**config.mk**
```make
export PLATFORM = sky130hd
export DESIGN_NAME = block_check_scheduler_flat
export DESIGN_NICKNAME = d
export VERILOG_FILES = /design/src/rtl/block_check_pkg.sv /design/src/rtl/block_check_scheduler_if.sv /design/src/rtl/block_check_scheduler_rr_arbiter.sv /design/src/rtl/block_check_scheduler.sv /design/src/flat_wrapper.sv
export SDC_FILE = /design/constraint.sdc
export NUM_CORES = 1
export LEC_CHECK = 0
export ABC_CLOCK_PERIOD_IN_PS = 2800
export CAP_MARGIN = 30
export CORE_MARGIN = 2
export CORE_UTILIZATION = 49
export DETAILED_ROUTE_END_ITERATION = 10
export GPL_TIMING_DRIVEN = 0
export PLACE_DENSITY = 0.8
export SLEW_MARGIN = 30
export SYNTH_ARGS = -nofsm -noshare
export SYNTH_HDL_FRONTEND = slang
export SYNTH_SLANG_ARGS = --single-unit
```
**constraint.sdc**
```tcl
create_clock -name clk -period 2.8 [get_ports clk]
set_input_delay 0.42 -clock clk [delete_from_list [all_inputs] [get_ports clk]]
set_output_delay 0.42 -clock clk [all_outputs]
set_load 0.05 [all_outputs]
```
**src/rtl/block_check_pkg.sv**
```systemverilog
// ============================================================================
// block_check_pkg : shared types and helpers for the block checker scheduler
// Revision 1.0
// ============================================================================
`default_nettype none

package block_check_pkg;

  typedef enum logic [6:0] {
    IDLE   = 7'b0000001,
    STREAM = 7'b0000010,
    FLUSH  = 7'b0000100,
    SAMPLE = 7'b0001000,
    DROP   = 7'b0010000,
    RESP   = 7'b0100000,
    CLEAR  = 7'b1000000
  } state_t;

  localparam logic [7:0] ASCII_SPACE = 8'h20;
  localparam int c_sat_w = 32;

  // Increment that sticks at the all-ones value of a counter 'width' bits wide.
  function automatic logic [c_sat_w-1:0] sat_inc(input logic [c_sat_w-1:0] value,
                                                 input int width);
    logic [c_sat_w-1:0] lim;
    lim = (width >= c_sat_w) ? '1 : ((c_sat_w'(1) << width) - c_sat_w'(1));
    return (value >= lim) ? value : value + c_sat_w'(1);
  endfunction

endpackage

`default_nettype wire

```
**src/rtl/block_check_scheduler_if.sv**
```systemverilog
// ============================================================================
// block_check_scheduler_if : requester, checker and response signal bundle
// Revision 1.0
// ============================================================================
`default_nettype none

interface block_check_scheduler_if #(
  parameter int NREQ = 4,
  parameter int CNTW = 16
);
  localparam int c_idw = (NREQ > 1) ? $clog2(NREQ) : 1;

  logic [NREQ-1:0]   req_valid;
  logic [8*NREQ-1:0] req_data;
  logic [NREQ-1:0]   req_last;
  logic [NREQ-1:0]   req_ready;
  logic              chk_valid;
  logic [7:0]        chk_data;
  logic              chk_clr;
  logic              chk_result;
  logic              resp_valid;
  logic              resp_ready;
  logic [c_idw-1:0]  resp_id;
  logic              resp_ok;
  logic              resp_err;
  logic [CNTW-1:0]   ok_cnt;
  logic [CNTW-1:0]   bad_cnt;

  modport master (
    input  req_valid, req_data, req_last, chk_result, resp_ready,
    output req_ready, chk_valid, chk_data, chk_clr,
           resp_valid, resp_id, resp_ok, resp_err, ok_cnt, bad_cnt
  );

  modport slave (
    output req_valid, req_data, req_last, chk_result, resp_ready,
    input  req_ready, chk_valid, chk_data, chk_clr,
           resp_valid, resp_id, resp_ok, resp_err, ok_cnt, bad_cnt
  );

endinterface

`default_nettype wire

```
**src/rtl/block_check_scheduler_rr_arbiter.sv**
```systemverilog
// ============================================================================
// rr_arbiter : combinational round-robin pick, searching from i_ptr+1 upward
// Revision 1.0
// ============================================================================
`default_nettype none

module rr_arbiter #(
  parameter int NREQ = 4
) (
  input  logic [NREQ-1:0]         i_req,
  input  logic [$clog2(NREQ)-1:0] i_ptr,
  output logic [NREQ-1:0]         o_gnt_onehot,
  output logic [$clog2(NREQ)-1:0] o_gnt_idx,
  output logic                    o_gnt_any
);
  localparam int c_idw = $clog2(NREQ);

  always_comb begin
    o_gnt_onehot = '0;
    o_gnt_idx    = '0;
    o_gnt_any    = 1'b0;
    // Offset NREQ wraps back to i_ptr itself, so it has lowest priority.
    for (int k = 1; k <= NREQ; k++) begin
      if (!o_gnt_any && i_req[(int'(i_ptr) + k) % NREQ]) begin
        o_gnt_any = 1'b1;
        o_gnt_idx = c_idw'((int'(i_ptr) + k) % NREQ);
        o_gnt_onehot[(int'(i_ptr) + k) % NREQ] = 1'b1;
      end
    end
  end

endmodule

`default_nettype wire

```
**src/rtl/block_check_scheduler.sv**
```systemverilog
// ============================================================================
// block_check_scheduler : grants whole messages round-robin to one shared
// block checker, flushes with a space, and reports the sampled verdict.
// Revision 1.0
// ============================================================================
`default_nettype none

module block_check_scheduler
  import block_check_pkg::*;
#(
  parameter int NREQ   = 4,
  parameter int MAXLEN = 64,
  parameter int CNTW   = 16
) (
  input  logic                    clk,
  input  logic                    reset,
  block_check_scheduler_if.master bus
);
  localparam int c_idw  = $clog2(NREQ);
  localparam int c_lenw = $clog2(MAXLEN + 1);
  localparam logic [c_lenw-1:0] c_len_last = c_lenw'(MAXLEN - 1);

  state_t             r_state;
  logic [c_idw-1:0]   r_ptr;
  logic [c_idw-1:0]   r_grant;
  logic [NREQ-1:0]    r_grant_oh;
  logic [c_lenw-1:0]  r_len;
  logic               r_resp_valid;
  logic               r_resp_ok;
  logic               r_resp_err;
  logic [c_idw-1:0]   r_resp_id;
  logic [CNTW-1:0]    r_ok_cnt;
  logic [CNTW-1:0]    r_bad_cnt;

  logic [NREQ-1:0]    w_gnt_onehot;
  logic [c_idw-1:0]   w_gnt_idx;
  logic               w_gnt_any;
  logic [NREQ-1:0]    w_req_ready;
  logic               w_chk_valid;
  logic [7:0]         w_chk_data;
  logic               w_sel_valid;
  logic [7:0]         w_sel_data;
  logic               w_last;
  logic               w_accept;

  rr_arbiter #(.NREQ(NREQ)) u_arb (
    .i_req        (bus.req_valid),
    .i_ptr        (r_ptr),
    .o_gnt_onehot (w_gnt_onehot),
    .o_gnt_idx    (w_gnt_idx),
    .o_gnt_any    (w_gnt_any)
  );

  assign w_sel_valid = |(bus.req_valid & r_grant_oh);
  assign w_sel_data  = bus.req_data[int'(r_grant)*8 +: 8];
  assign w_last      = bus.req_last[r_grant];
  assign w_accept    = |(w_req_ready & bus.req_valid);

  always_comb begin
    w_req_ready = '0;
    w_chk_valid = 1'b0;
    w_chk_data  = '0;
    case (r_state)
      STREAM: begin
        w_req_ready = r_grant_oh;
        w_chk_valid = w_sel_valid;
        w_chk_data  = w_sel_data;
      end
      FLUSH: begin
        w_chk_valid = 1'b1;
        w_chk_data  = ASCII_SPACE;
      end
      // Overlong message: keep draining chars but hide them from the checker.
      DROP:    w_req_ready = r_grant_oh;
      default: ;
    endcase
  end

  always_ff @(posedge clk or negedge reset) begin
    if (!reset) begin
      r_state      <= IDLE;
      r_ptr        <= c_idw'(NREQ - 1);
      r_grant      <= '0;
      r_grant_oh   <= '0;
      r_len        <= '0;
      r_resp_valid <= 1'b0;
      r_resp_ok    <= 1'b0;
      r_resp_err   <= 1'b0;
      r_resp_id    <= '0;
      r_ok_cnt     <= '0;
      r_bad_cnt    <= '0;
    end else begin
      case (r_state)
        IDLE: begin
          if (w_gnt_any) begin
            r_grant    <= w_gnt_idx;
            r_grant_oh <= w_gnt_onehot;
            r_ptr      <= w_gnt_idx;
            r_state    <= STREAM;
          end
        end
        STREAM: begin
          if (w_accept) begin
            r_len <= r_len + c_lenw'(1);
            if (w_last)
              r_state <= FLUSH;
            else if (r_len == c_len_last)
              r_state <= DROP;
          end
        end
        FLUSH: r_state <= SAMPLE;
        SAMPLE: begin
          r_resp_ok    <= bus.chk_result;
          r_resp_err   <= 1'b0;
          r_resp_id    <= r_grant;
          r_resp_valid <= 1'b1;
          r_state      <= RESP;
        end
        DROP: begin
          if (w_accept && w_last) begin
            r_resp_ok    <= 1'b0;
            r_resp_err   <= 1'b1;
            r_resp_id    <= r_grant;
            r_resp_valid <= 1'b1;
            r_state      <= RESP;
          end
        end
        RESP: begin
          if (bus.resp_ready) begin
            r_resp_valid <= 1'b0;
            if (r_resp_ok)
              r_ok_cnt <= CNTW'(sat_inc(32'(r_ok_cnt), CNTW));
            else
              r_bad_cnt <= CNTW'(sat_inc(32'(r_bad_cnt), CNTW));
            r_state <= CLEAR;
          end
        end
        CLEAR: begin
          r_len      <= '0;
          r_grant    <= '0;
          r_grant_oh <= '0;
          r_state    <= IDLE;
        end
        default: r_state <= IDLE;
      endcase
    end
  end

  assign bus.req_ready  = w_req_ready;
  assign bus.chk_valid  = w_chk_valid;
  assign bus.chk_data   = w_chk_data;
  assign bus.chk_clr    = ~reset | (r_state == CLEAR);
  assign bus.resp_valid = r_resp_valid;
  assign bus.resp_ok    = r_resp_ok;
  assign bus.resp_err   = r_resp_err;
  assign bus.resp_id    = r_resp_id;
  assign bus.ok_cnt     = r_ok_cnt;
  assign bus.bad_cnt    = r_bad_cnt;

endmodule

`default_nettype wire

```
**src/flat_wrapper.sv**
```systemverilog
// flat-port wrapper written by rule: the top's interface ports become plain ports
module block_check_scheduler_flat import block_check_pkg::*;
#(
  parameter int NREQ   = 4,
  parameter int MAXLEN = 64,
  parameter int CNTW   = 16
)
  (clk, reset, bus_req_valid, bus_req_data, bus_req_last, bus_chk_result, bus_resp_ready, bus_req_ready, bus_chk_valid, bus_chk_data, bus_chk_clr, bus_resp_valid, bus_resp_id, bus_resp_ok, bus_resp_err, bus_ok_cnt, bus_bad_cnt);
  block_check_scheduler_if #(.NREQ(NREQ), .CNTW(CNTW)) bus_i ();
  input  logic clk;
  input  logic reset;
  input wire logic [$bits(bus_i.req_valid)-1:0] bus_req_valid;
  input wire logic [$bits(bus_i.req_data)-1:0] bus_req_data;
  input wire logic [$bits(bus_i.req_last)-1:0] bus_req_last;
  input wire logic [$bits(bus_i.chk_result)-1:0] bus_chk_result;
  input wire logic [$bits(bus_i.resp_ready)-1:0] bus_resp_ready;
  output wire logic [$bits(bus_i.req_ready)-1:0] bus_req_ready;
  output wire logic [$bits(bus_i.chk_valid)-1:0] bus_chk_valid;
  output wire logic [$bits(bus_i.chk_data)-1:0] bus_chk_data;
  output wire logic [$bits(bus_i.chk_clr)-1:0] bus_chk_clr;
  output wire logic [$bits(bus_i.resp_valid)-1:0] bus_resp_valid;
  output wire logic [$bits(bus_i.resp_id)-1:0] bus_resp_id;
  output wire logic [$bits(bus_i.resp_ok)-1:0] bus_resp_ok;
  output wire logic [$bits(bus_i.resp_err)-1:0] bus_resp_err;
  output wire logic [$bits(bus_i.ok_cnt)-1:0] bus_ok_cnt;
  output wire logic [$bits(bus_i.bad_cnt)-1:0] bus_bad_cnt;
  assign bus_i.req_valid = bus_req_valid;
  assign bus_i.req_data = bus_req_data;
  assign bus_i.req_last = bus_req_last;
  assign bus_i.chk_result = bus_chk_result;
  assign bus_i.resp_ready = bus_resp_ready;
  assign bus_req_ready = bus_i.req_ready;
  assign bus_chk_valid = bus_i.chk_valid;
  assign bus_chk_data = bus_i.chk_data;
  assign bus_chk_clr = bus_i.chk_clr;
  assign bus_resp_valid = bus_i.resp_valid;
  assign bus_resp_id = bus_i.resp_id;
  assign bus_resp_ok = bus_i.resp_ok;
  assign bus_resp_err = bus_i.resp_err;
  assign bus_ok_cnt = bus_i.ok_cnt;
  assign bus_bad_cnt = bus_i.bad_cnt;
  block_check_scheduler #(.NREQ(NREQ), .MAXLEN(MAXLEN), .CNTW(CNTW)) u_core (.clk(clk), .reset(reset), .bus(bus_i));
endmodule
```
==> impl_results.md, run 1 <==
- Place WS: -0.4197 ns
- Netlist cell types: 54
- Minimum period implied by the final worst setup slack: 2.735 ns
- Global-route wire length before repair: 15.24 mm
- Average wire per standard cell: 15.52 um
- Clk Tree Root Cell: sky130_fd_sc_hd__clkbuf_8
- Effective utilization at floorplan: 0.5007
- Syn Inst Count: 362
- WP data arrival: 2.31 ns
- Count leader, synth: sky130_fd_sc_hd__dfrtp_1
- Sink count of the clock tree: 59
- Pre-antenna DRT Iters: 5
- CP Cell Sequence: or4_4 -> or3_1 -> buf_4 -> o21ai_1 -> buf_6
- Area of the mapped netlist: 0.003612 mm2
- Yosys reg bits: 59
- Footprint of the flip-flops and latches: 0.001481 mm2
- Die footprint: 0.008075 mm2
- Boundary Pins: 95
- Switching power as a share of total power: 0.4121
- Placement Rows: 31
- Clk Latency, worst-skew pair: 0.35 ns
- Overall track demand over capacity in global routing: 0.2306
- Fraction of layout instances using a drive strength above 1: 0.1617
- Yosys Warn Count: 0
- H-tree depth reported by CTS: 3
- Total number of vias: 3192
- Post-Route Skew: 0.009733 ns
- Floorplan die width: 89.86 um
- RSZ-0062 raised after global routing: false
- Total grt overflow: 0
- Maximum clock insertion buffer count: 2
- Most area-consuming cells after synthesis: sky130_fd_sc_hd__dfrtp_1 (39%), sky130_fd_sc_hd__mux4_2 (5.6%), sky130_fd_sc_hd__xor2_1 (4.8%), sky130_fd_sc_hd__ha_1 (3.8%), sky130_fd_sc_hd__xnor2_1 (3.2%)
- Path category of the worst min-delay check: flip-flop to flip-flop
- Count of antenna diodes in the layout: 0
- Post-synthesis async set-or-reset flop share: 1.000
- Layout Nets: 520
- Total chip power: 3.945 mW
- Synth Net Count: 417
- Syn_area_per_cell: 9.978 um2
- Clock transition time at the flip-flop clock pins of the worst setup and hold paths: 0.07 ns
- Lkg Pwr: 2.170 nW
- PD cells: 800.1 mW/mm2
- Ratio of final minimum period to clock period: 0.9768
- Global placement routability congestion: 0.8638
- Cell accounting for the most synthesized area: sky130_fd_sc_hd__dfrtp_1
- Number of enable flip-flop cells after synthesis: 0
- Placeable core region: 0.007214 mm2
- Most frequently used flop master after synthesis: sky130_fd_sc_hd__dfrtp_1
- Final antenna-violating net count: 0
- Final hold viol count: 0
- Initial antenna violation count: 0
- Comb power frac: 0.473
- Leading post-synthesis cells by instance count: sky130_fd_sc_hd__dfrtp_1 (56), sky130_fd_sc_hd__nand2_1 (29), sky130_fd_sc_hd__nor2_1 (22), sky130_fd_sc_hd__xor2_1 (20), sky130_fd_sc_hd__a21oi_1 (17)
- Worst setup slack after layout: 0.06501 ns
- Maximum frequency from static timing analysis: 365.6 MHz
- Total Negative Setup Slacks: 0 ns
- Slew Limit Fails: 0
- Maximum fanout count along the critical path: 10
- Crit path max-delay family: simple AND/OR/NAND/NOR gates
- Via/cell ratio: 5.610
- Total CTS buffers: 9
- Slew headroom: 0.5294
- Switching Power: 1.626 mW
- Nature of the critical path startpoint: flip-flop
- Height of the die: 89.86 um
- Setup-failing EPs final: 0
- Number of buffer and inverter stages on the critical path: 2
- Total of max-cap violations: 0
- Kind of end point of the critical path: output port
- Result of the run: completed
- Utilization after layout: 0.6835
- Min Hold Slack: 0.4928 ns
- TritonCTS clock tree: built
- Part of the total power dissipated in the clock network: 0.224
- Seq pwr share: 0.303
- Largest stage delay on the critical path: 0.61 ns
- Portion of synthesized cell area occupied by the leading cell type: 0.3879
- Sequential-to-total area share from yosys stat: 0.4098
- Total DRC errors in the routed layout: 0
- Total area of multi-input combinational cells: 0.002044 mm2
- Initial DRC Count: 181
- Cell internal power dissipation: 2.320 mW
- Fill cell total of the finished layout: 567
- Number of buffers inserted by port buffering: 93
- Final wirelength: 8.830 mm
- Vias in the first global route: 3136
- Actual slew at the worst max-slew pin: 0.7058 ns
- CP Data Required Time: 2.38 ns
- Area growth syn-to-layout: 36.51%
- Post-detail-place hpwl: 6.494 mm
- Worst path slowest cell: sky130_fd_sc_hd__or4_4
- Critical path type: flip-flop to output port
- Peak supply drop: 0.3974 mV
- Largest net degree at the start of global routing: 42
-- power groups by stage --
stage / registers, mW / logic (mW) / clock network, mW
after floorplan: 1.26 / 1.22 / 0
after global placement: 1.18 / 1.79 / 0
after detailed placement: 1.19 / 1.83 / 0
after CTS: 1.19 / 1.84 / 0.901
after global routing: 1.22 / 2.02 / 0.944
final: 1.20 / 1.86 / 0.884
-- final timing paths --
check	from	end	slack (ns)	cells past startpoint
setup / recovery	u_core.r_state[3]$_DFFE_PN0P_	bus_chk_data[5]	0.07	5
hold / removal	u_core.bus.resp_valid$_DFFE_PN0P_	u_core.bus.resp_valid$_DFFE_PN0P_	0.49	1
setup reg to reg	u_core.r_ptr[0]$_DFFE_PN1P_	u_core.r_grant_oh[1]$_DFFE_PN0P_	0.24	8
hold reg to reg	u_core.bus.resp_valid$_DFFE_PN0P_	u_core.bus.resp_valid$_DFFE_PN0P_	0.49	1
max in group asynchronous	reset	u_core.r_ptr[0]$_DFFE_PN1P_	1.73	3
min in group asynchronous	reset	u_core.bus.ok_cnt[11]$_DFFE_PN0P_	0.51	2
-- cell families (layout without fill, tap and decap cells) --
logic type	after synthesis	in the layout	share of synthesized area
flops	59	59	0.4098
mux	21	21	0.09283
buf+inv	28	136	0.03152
fa+ha+maj	11	11	0.03810
xor+xnor	33	33	0.08001
simple gates	149	149	0.2272
compound gates	61	61	0.1205
-- what timing repair did --
item,CTS,global route
resized for setup,86,9
buffers inserted,1,0
hold endpoints to repair,19,0
gates cloned,0,0
hold buffers,1,0
setup endpoints to repair,18,17
pin swaps,1,1
-- worst reg2reg max path, stage by stage (launching register included) --
cell and delay, ns:
sky130_fd_sc_hd__dfstp_2 0.62, sky130_fd_sc_hd__clkbuf_2 0.23, sky130_fd_sc_hd__inv_1 0.15, sky130_fd_sc_hd__ha_2 0.45
sky130_fd_sc_hd__mux2i_2 0.29, sky130_fd_sc_hd__mux2_2 0.24, sky130_fd_sc_hd__nor2b_1 0.05, sky130_fd_sc_hd__a221oi_1 0.29
sky130_fd_sc_hd__a21oi_1 0.11
-- sequential cells by signal (all words and copies together), names as in the netlist --
| name | count |
|---|---|
| u_core.r_grant_oh | 4 |
| u_core.bus.resp_err | 1 |
| u_core.r_state | 7 |
| u_core.bus.resp_valid | 1 |
| u_core.bus.ok_cnt | 16 |
| u_core.bus.resp_id | 2 |
| u_core.bus.resp_ok | 1 |
| u_core.bus.bad_cnt | 16 |
| u_core.r_len | 7 |
| u_core.r_grant | 2 |
| u_core.r_ptr | 2 |
-- cell type report --
type,count,share of cell area
Buffer,13,0.01269
Clock buffer,10,0.02791
Clock inverter,6,0.01802
Inverter,11,0.008374
Multi-Input combinational cell,275,0.4146
Sequential cell,59,0.3004
Tap cell,99,0.02512
Timing Repair Buffer,96,0.1928
-- cells in the final DEF, fill, tap and decap left out, drive strengths merged, types with 3 or more instances in the layout --
cell type / instances
a21oi: 17
a221oi: 7
and2: 5
and3: 13
and4: 5
buf: 19
clkbuf: 19
clkdlybuf4s50: 78
dfrtp: 56
dfstp: 3
ha: 11
inv: 11
mux2: 10
mux4: 9
nand2: 29
nand2b: 6
nand3: 13
nand3b: 7
nand4: 10
nor2: 22
nor2b: 13
nor3: 11
nor3b: 3
o21a: 3
o21ai: 14
or3: 4
xnor2: 13
xor2: 20
-- routing by layer --
metal / vias up / GRT usage / part of all wire
met5: - / 0 / 0
met4: 0 / 0.08077 / 0.012
met3: 10 / 0.04610 / 0.060
met2: 111 / 0.3788 / 0.50
met1: 1555 / 0.3070 / 0.43
li1: 1516 / - / -
-- metrics by stage --
| step | instance area [um2] | std cells |
|---|---|---|
| floorplan | 3612 | 362 |
| global placement | 4667 | 554 |
| detailed placement | 4684 | 555 |
| CTS | 4917 | 572 |
| global route | 4931 | 569 |
| finish | 4931 | 569 |
No activity file was read; power rests on OpenSTA's default activity.
==> run 2: changes to the inputs <==
--- a/config.mk
+++ b/config.mk
@@ -8,10 +8,11 @@
 export ABC_CLOCK_PERIOD_IN_PS = 2800
 export CAP_MARGIN = 30
 export CORE_MARGIN = 2
-export CORE_UTILIZATION = 49
+export CORE_UTILIZATION = 60
 export DETAILED_ROUTE_END_ITERATION = 10
+export DONT_BUFFER_PORTS = 1
 export GPL_TIMING_DRIVEN = 0
-export PLACE_DENSITY = 0.8
+export PLACE_DENSITY = 0.76
 export SLEW_MARGIN = 30
 export SYNTH_ARGS = -nofsm -noshare
 export SYNTH_HDL_FRONTEND = slang
==> run 2 against run 1 <==
Global-route usage grew 2.3 points. Register-to-register slack got worse by 0.04 ns. Largest power group unchanged. Cell count is 20% lower. Final area decreased by 18%. First-iteration DRC count decreased by 5.0%. Critical endpoint unchanged. Clock power decreased by 25%. Routed wire length fell by 8.9%.
==> impl_results.md, run 2 (same netlist as run 1, synthesis figures left out) <==
- Result of the run: completed
- Layout Nets: 432
- Area of placed instances: 0.003706 mm2
- Setup-failing EPs final: 0
- Vias in the first global route: 2784
- Kind of end point of the critical path: output port
- WP data arrival: 2.32 ns
- Overall track demand over capacity in global routing: 0.2537
- Floorplan die width: 81.59 um
- Leading cell types in the layout, fill and taps excluded: sky130_fd_sc_hd__dfrtp_1 (54), sky130_fd_sc_hd__nand2_1 (28), sky130_fd_sc_hd__nor2_1 (22)
- Maximum fanout count along the critical path: 10
- Total non-filler cell area in the finished layout: 0.004025 mm2
- Switching Power: 1.576 mW
- Switching power as a share of total power: 0.4387
- TritonCTS clock tree: built
- Number of buffers inserted by port buffering: 0
- Die footprint: 0.006657 mm2
- Area growth syn-to-layout: 11.43%
- Post-detail-place hpwl: 5.698 mm
- Boundary Pins: 95
- Post-Route Skew: 0.006388 ns
- Total of max-cap violations: 0
- Final hold viol count: 0
- Slew headroom: 0.5216
- Nature of the critical path startpoint: flip-flop
- Clk Tree Root Cell: sky130_fd_sc_hd__clkbuf_8
- CP Data Required Time: 2.38 ns
- Cell internal power dissipation: 2.016 mW
- Total CTS buffers: 9
- Maximum frequency from static timing analysis: 365.5 MHz
- Total number of vias: 2817
- Largest net degree at the start of global routing: 60
- Utilization after layout: 0.6839
- Seq pwr share: 0.367
- Minimum period implied by the final worst setup slack: 2.736 ns
- Initial DRC Count: 172
- Path category of the worst min-delay check: input pin to flip-flop
- Count of antenna diodes in the layout: 0
- Ratio of final minimum period to clock period: 0.9772
- Height of the die: 81.59 um
- Final wirelength: 8.046 mm
- Via/cell ratio: 6.178
- Worst setup slack after layout: 0.06375 ns
- Fraction of layout instances using a drive strength above 1: 0.1837
- Final antenna-violating net count: 0
- Total DRC errors in the routed layout: 0
- Maximum clock insertion buffer count: 2
- Global-route wire length before repair: 12.90 mm
- H-tree depth reported by CTS: 3
- Lkg Pwr: 1.847 nW
- Placement Rows: 28
- Critical path type: flip-flop to output port
- Place WS: -0.1859 ns
- Comb power frac: 0.449
- PD cells: 892.6 mW/mm2
- Peak supply drop: 0.6441 mV
- Actual slew at the worst max-slew pin: 0.7176 ns
- Most frequent standard cell in the layout excluding fill and tap cells: sky130_fd_sc_hd__dfrtp_1
- Average wire per standard cell: 17.64 um
- Sink count of the clock tree: 59
- Clk Latency, worst-skew pair: 0.34 ns
- Initial antenna violation count: 0
- Pre-antenna DRT Iters: 6
- Placeable core region: 0.005886 mm2
- Part of the total power dissipated in the clock network: 0.184
- Effective utilization at floorplan: 0.6137
- Slew Limit Fails: 0
- Clock transition time at the flip-flop clock pins of the worst setup and hold paths: 0.06 ns
- Global placement routability congestion: 0.8210
- Total grt overflow: 0
- RSZ-0062 raised after global routing: false
-- run 2: changes by cell type in the layout (fill, tap and decap cells not counted), moves of 2 or more --
cell / previous run / this run
sky130_fd_sc_hd__nor2b_4: 0 / 7
sky130_fd_sc_hd__clkbuf_1: 8 / 10
sky130_fd_sc_hd__nor2b_2: 4 / 0
sky130_fd_sc_hd__and2_2: 0 / 4
sky130_fd_sc_hd__buf_2: 5 / 1
sky130_fd_sc_hd__clkdlybuf4s50_1: 78 / 0
sky130_fd_sc_hd__clkinv_2: 1 / 3
sky130_fd_sc_hd__clkdlybuf4s15_2: 2 / 0
sky130_fd_sc_hd__nor2b_1: 9 / 6
sky130_fd_sc_hd__clkinvlp_4: 2 / 0
sky130_fd_sc_hd__bufinv_16: 2 / 0
sky130_fd_sc_hd__and2_1: 5 / 1
sky130_fd_sc_hd__buf_6: 7 / 1
-- run 2: worst paths after layout --
check,start,cells past startpoint,slack (ns),end
max,u_core.r_state[3]$_DFFE_PN0P_,4,0.06,bus_chk_data[5]
min,bus_chk_result,2,0.23,u_core.bus.resp_ok$_DFFE_PN0P_
max reg2reg,u_core.r_ptr[0]$_DFFE_PN1P_,8,0.20,u_core.r_grant_oh[3]$_DFFE_PN0P_
min reg2reg,u_core.r_len[0]$_DFFE_PN0P_,1,0.52,u_core.r_len[0]$_DFFE_PN0P_
max in group asynchronous,reset,2,1.88,u_core.r_ptr[0]$_DFFE_PN1P_
min in group asynchronous,reset,2,0.62,u_core.r_len[3]$_DFFE_PN0P_
-- run 2: power by group through the flow --
| stage | Combinational [mW] | Clock [mW] | Sequential [mW] |
|---|---|---|---|
| 2_1_floorplan | 1.22 | 0 | 1.26 |
| 3_3_place_gp | 1.41 | 0 | 1.30 |
| 3_5_place_dp | 1.43 | 0 | 1.31 |
| 4_1_cts | 1.56 | 0.669 | 1.31 |
| 5_1_grt | 1.76 | 0.702 | 1.35 |
| 6_report | 1.61 | 0.660 | 1.32 |
-- run 2: what timing repair did --
item	4_1_cts	5_1_grt
pin swaps	2	2
buffers inserted	1	5
cloned	0	0
hold endpoints to repair	59	0
endpoints found under the setup margin	17	13
resized for setup	27	3
hold buffers	2	0
-- run 2: area by class of cell --
type,count,area (um2)
buffer,13,70.07
clock buffer,12,145.1
clock inverter,3,15.01
fill,441,1861
inverter,11,41.29
multi-input combinational,275,2095
sequential,59,1483
tap,75,93.84
timing repair buffer,8,82.58
-- run 2: metrics by stage --
| step | setup TNS, ns | cells | hold slack (ns) | power (mW) |
|---|---|---|---|---|
| final | 0 | 456 | 0.2321 | 3.593 |
| after floorplan | 0 | 362 | 0.1244 | 2.488 |
| after detailed placement | -1.719 | 437 | 0.1256 | 2.746 |
| after global placement | -1.278 | 437 | 0.1258 | 2.707 |
| after CTS | 0 | 453 | 0.2266 | 3.549 |
| after global routing | 0 | 456 | 0.2268 | 3.812 |
-- run 2: worst max-delay path, stage by stage (launching register included) --
cell	delay [ns]
sky130_fd_sc_hd__dfrtp_2	0.44
sky130_fd_sc_hd__or4_4	0.59
sky130_fd_sc_hd__or3_4	0.41
sky130_fd_sc_hd__buf_8	0.17
sky130_fd_sc_hd__o21ai_4	0.37
-- run 2: per-layer routing --
metal  track usage  vias up  share of wire
li1              -     1328              -
met4       0.07500        0          0.019
met3        0.1022       15          0.076
met2        0.3959      110           0.48
met1        0.3269     1364           0.43
met5             0        -              0
==> run 3: changes to the inputs <==
--- a/config.mk
+++ b/config.mk
@@ -13,6 +13,7 @@
 export DONT_BUFFER_PORTS = 1
 export GPL_TIMING_DRIVEN = 0
 export PLACE_DENSITY = 0.76
+export SETUP_SLACK_MARGIN = 0.05
 export SLEW_MARGIN = 30
 export SYNTH_ARGS = -nofsm -noshare
 export SYNTH_HDL_FRONTEND = slang
==> run 3 against run 2 <==
Core utilization grew 0.85 points. Final area is 1.2% higher. Combinational power rose by 2%. Sequential power about the same. Hold slack improved by 0.0094 ns. Setup slack about the same. Global-route usage up 0.084 points. Register-to-register slack improved by 0.02 ns. Largest cell class unchanged. Highest routed layer unchanged.
==> impl_results.md, run 3 (same netlist as run 1, synthesis figures left out) <==
- TritonCTS clock tree: built
- Number of buffers inserted by port buffering: 0
- Cell internal power dissipation: 2.112 mW
- Maximum fanout count along the critical path: 5
- Average wire per standard cell: 18.19 um
- Clk Tree Root Cell: sky130_fd_sc_hd__clkbuf_8
- Slew headroom: 0.5212
- Path category of the worst min-delay check: input pin to flip-flop
- Pre-antenna DRT Iters: 6
- Via/cell ratio: 6.236
- Maximum frequency from static timing analysis: 365.5 MHz
- Total grt overflow: 0
- CP Data Required Time: 2.38 ns
- Kind of end point of the critical path: output port
- Largest net degree at the start of global routing: 60
- Final cell count without fillers: 457
- Global placement routability congestion: 0.8492
- Area of placed instances: 0.003710 mm2
- Initial DRC Count: 187
- Min Hold Slack: 0.2415 ns
- Result of the run: completed
- Initial antenna violation count: 0
- Post-detail-place hpwl: 5.894 mm
- PD cells: 908.8 mW/mm2
- Boundary Pins: 95
- H-tree depth reported by CTS: 3
- Leading cell types in the layout, fill and taps excluded: sky130_fd_sc_hd__dfrtp_1 (55), sky130_fd_sc_hd__nand2_1 (28), sky130_fd_sc_hd__nor2_1 (22)
- Vias in the first global route: 2723
- Switching power as a share of total power: 0.4297
- Final hold viol count: 0
- Sink count of the clock tree: 59
- Final antenna-violating net count: 0
- WP data arrival: 2.32 ns
- Clk Latency, worst-skew pair: 0.33 ns
- Seq pwr share: 0.355
- Post-Route Skew: 0.007308 ns
- Total Negative Setup Slacks: 0 ns
- Crit path launch: u_core.r_state[4]$_DFFE_PN0P_
- Area growth syn-to-layout: 12.82%
- Count of antenna diodes in the layout: 0
- Part of the total power dissipated in the clock network: 0.199
- Total non-filler cell area in the finished layout: 0.004075 mm2
- Clock transition time at the flip-flop clock pins of the worst setup and hold paths: 0.06 ns
- Final wirelength: 8.313 mm
- Fraction of layout instances using a drive strength above 1: 0.1885
- Comb power frac: 0.446
- Floorplan die width: 81.59 um
- Nature of the critical path startpoint: flip-flop
- Effective utilization at floorplan: 0.6137
- Ratio of final minimum period to clock period: 0.9772
- Total CTS buffers: 9
- Placeable core region: 0.005886 mm2
- RSZ-0062 raised after global routing: true
- Placement Rows: 28
- Most frequent standard cell in the layout excluding fill and tap cells: sky130_fd_sc_hd__dfrtp_1
- Total chip power: 3.703 mW
- Maximum clock insertion buffer count: 2
- Switching Power: 1.591 mW
- Hold Crit Start: bus_chk_result
- Peak supply drop: 0.7585 mV
- Layout Nets: 432
- Slew Limit Fails: 0
- Cell count after placement: 437
- Height of the die: 81.59 um
- Total DRC errors in the routed layout: 0
- Die footprint: 0.006657 mm2
- Overall track demand over capacity in global routing: 0.2545
- Lkg Pwr: 1.867 nW
- Actual slew at the worst max-slew pin: 0.7182 ns
- Critical R2R Launch: u_core.r_ptr[0]$_DFFE_PN1P_
- Total of max-cap violations: 0
- Setup-failing EPs final: 0
- Total number of vias: 2850
- Critical path type: flip-flop to output port
- Global-route wire length before repair: 12.90 mm
- Minimum period implied by the final worst setup slack: 2.736 ns
## run 3: timing repair
item                                    4_1_cts  5_1_grt
setup buffers                                 1        4
hold endpoints to repair                     59        0
hold buffers                                  2        0
gates resized for setup                      27        4
endpoints found under the setup margin       19       15
pin swaps                                     1        3
gates cloned                                  0        1
## run 3: power by group through the flow
| stage | Sequential (mW) | Combinational (mW) | Clock (mW) |
|---|---|---|---|
| floorplan | 1.26 | 1.23 | 0 |
| global placement | 1.31 | 1.41 | 0 |
| global route | 1.34 | 1.79 | 0.784 |
| detailed placement | 1.31 | 1.45 | 0 |
| finish | 1.32 | 1.65 | 0.737 |
| CTS | 1.30 | 1.61 | 0.745 |
## run 3: worst paths after layout
path,endpoint,slack [ns],cells past startpoint
setup / recovery,bus_chk_data[5],0.06,4
hold / removal,u_core.bus.resp_ok$_DFFE_PN0P_,0.24,2
setup reg to reg,u_core.r_grant_oh[0]$_DFFE_PN0P_,0.22,8
hold reg to reg,u_core.r_len[0]$_DFFE_PN0P_,0.53,1
max in group asynchronous,u_core.r_ptr[1]$_DFFE_PN1P_,1.89,2
min in group asynchronous,u_core.r_len[2]$_DFFE_PN0P_,0.62,2
## run 3: through the flow
step,util,setup slack (ns)
2_1_floorplan,-,0.04148
6_report,0.6924,0.06376
4_1_cts,0.6856,0.05521
3_3_place_gp,0.6303,-0.1877
3_5_place_dp,0.6303,-0.2534
5_1_grt,0.6924,0.01957
## run 3: final cells by class
class | instances | area, um2
multi-input cells | 275 | 2101
fillers | 428 | 1810
flip-flops and latches | 59 | 1481
clock buffers | 15 | 186.4
well taps | 75 | 93.84
repair buffers | 8 | 86.33
plain buffers | 13 | 80.08
inverters | 11 | 41.29
clock inverters | 1 | 5.005
## run 3: critical path, cell delays in order, from the launching register on
cell,delay (ns)
sky130_fd_sc_hd__dfrtp_2,0.43
sky130_fd_sc_hd__or4_4,0.58
sky130_fd_sc_hd__or3_4,0.42
sky130_fd_sc_hd__clkbuf_16,0.19
sky130_fd_sc_hd__o21ai_4,0.36
## run 3: metal layers
metal | up-vias | track usage | routed length (um)
li1 | 1330 | - | -
met3 | 6 | 0.08791 | 629
met2 | 117 | 0.4025 | 4032
met1 | 1397 | 0.3437 | 3598
met4 | 0 | 0.05167 | 51
met5 | - | 0 | 0
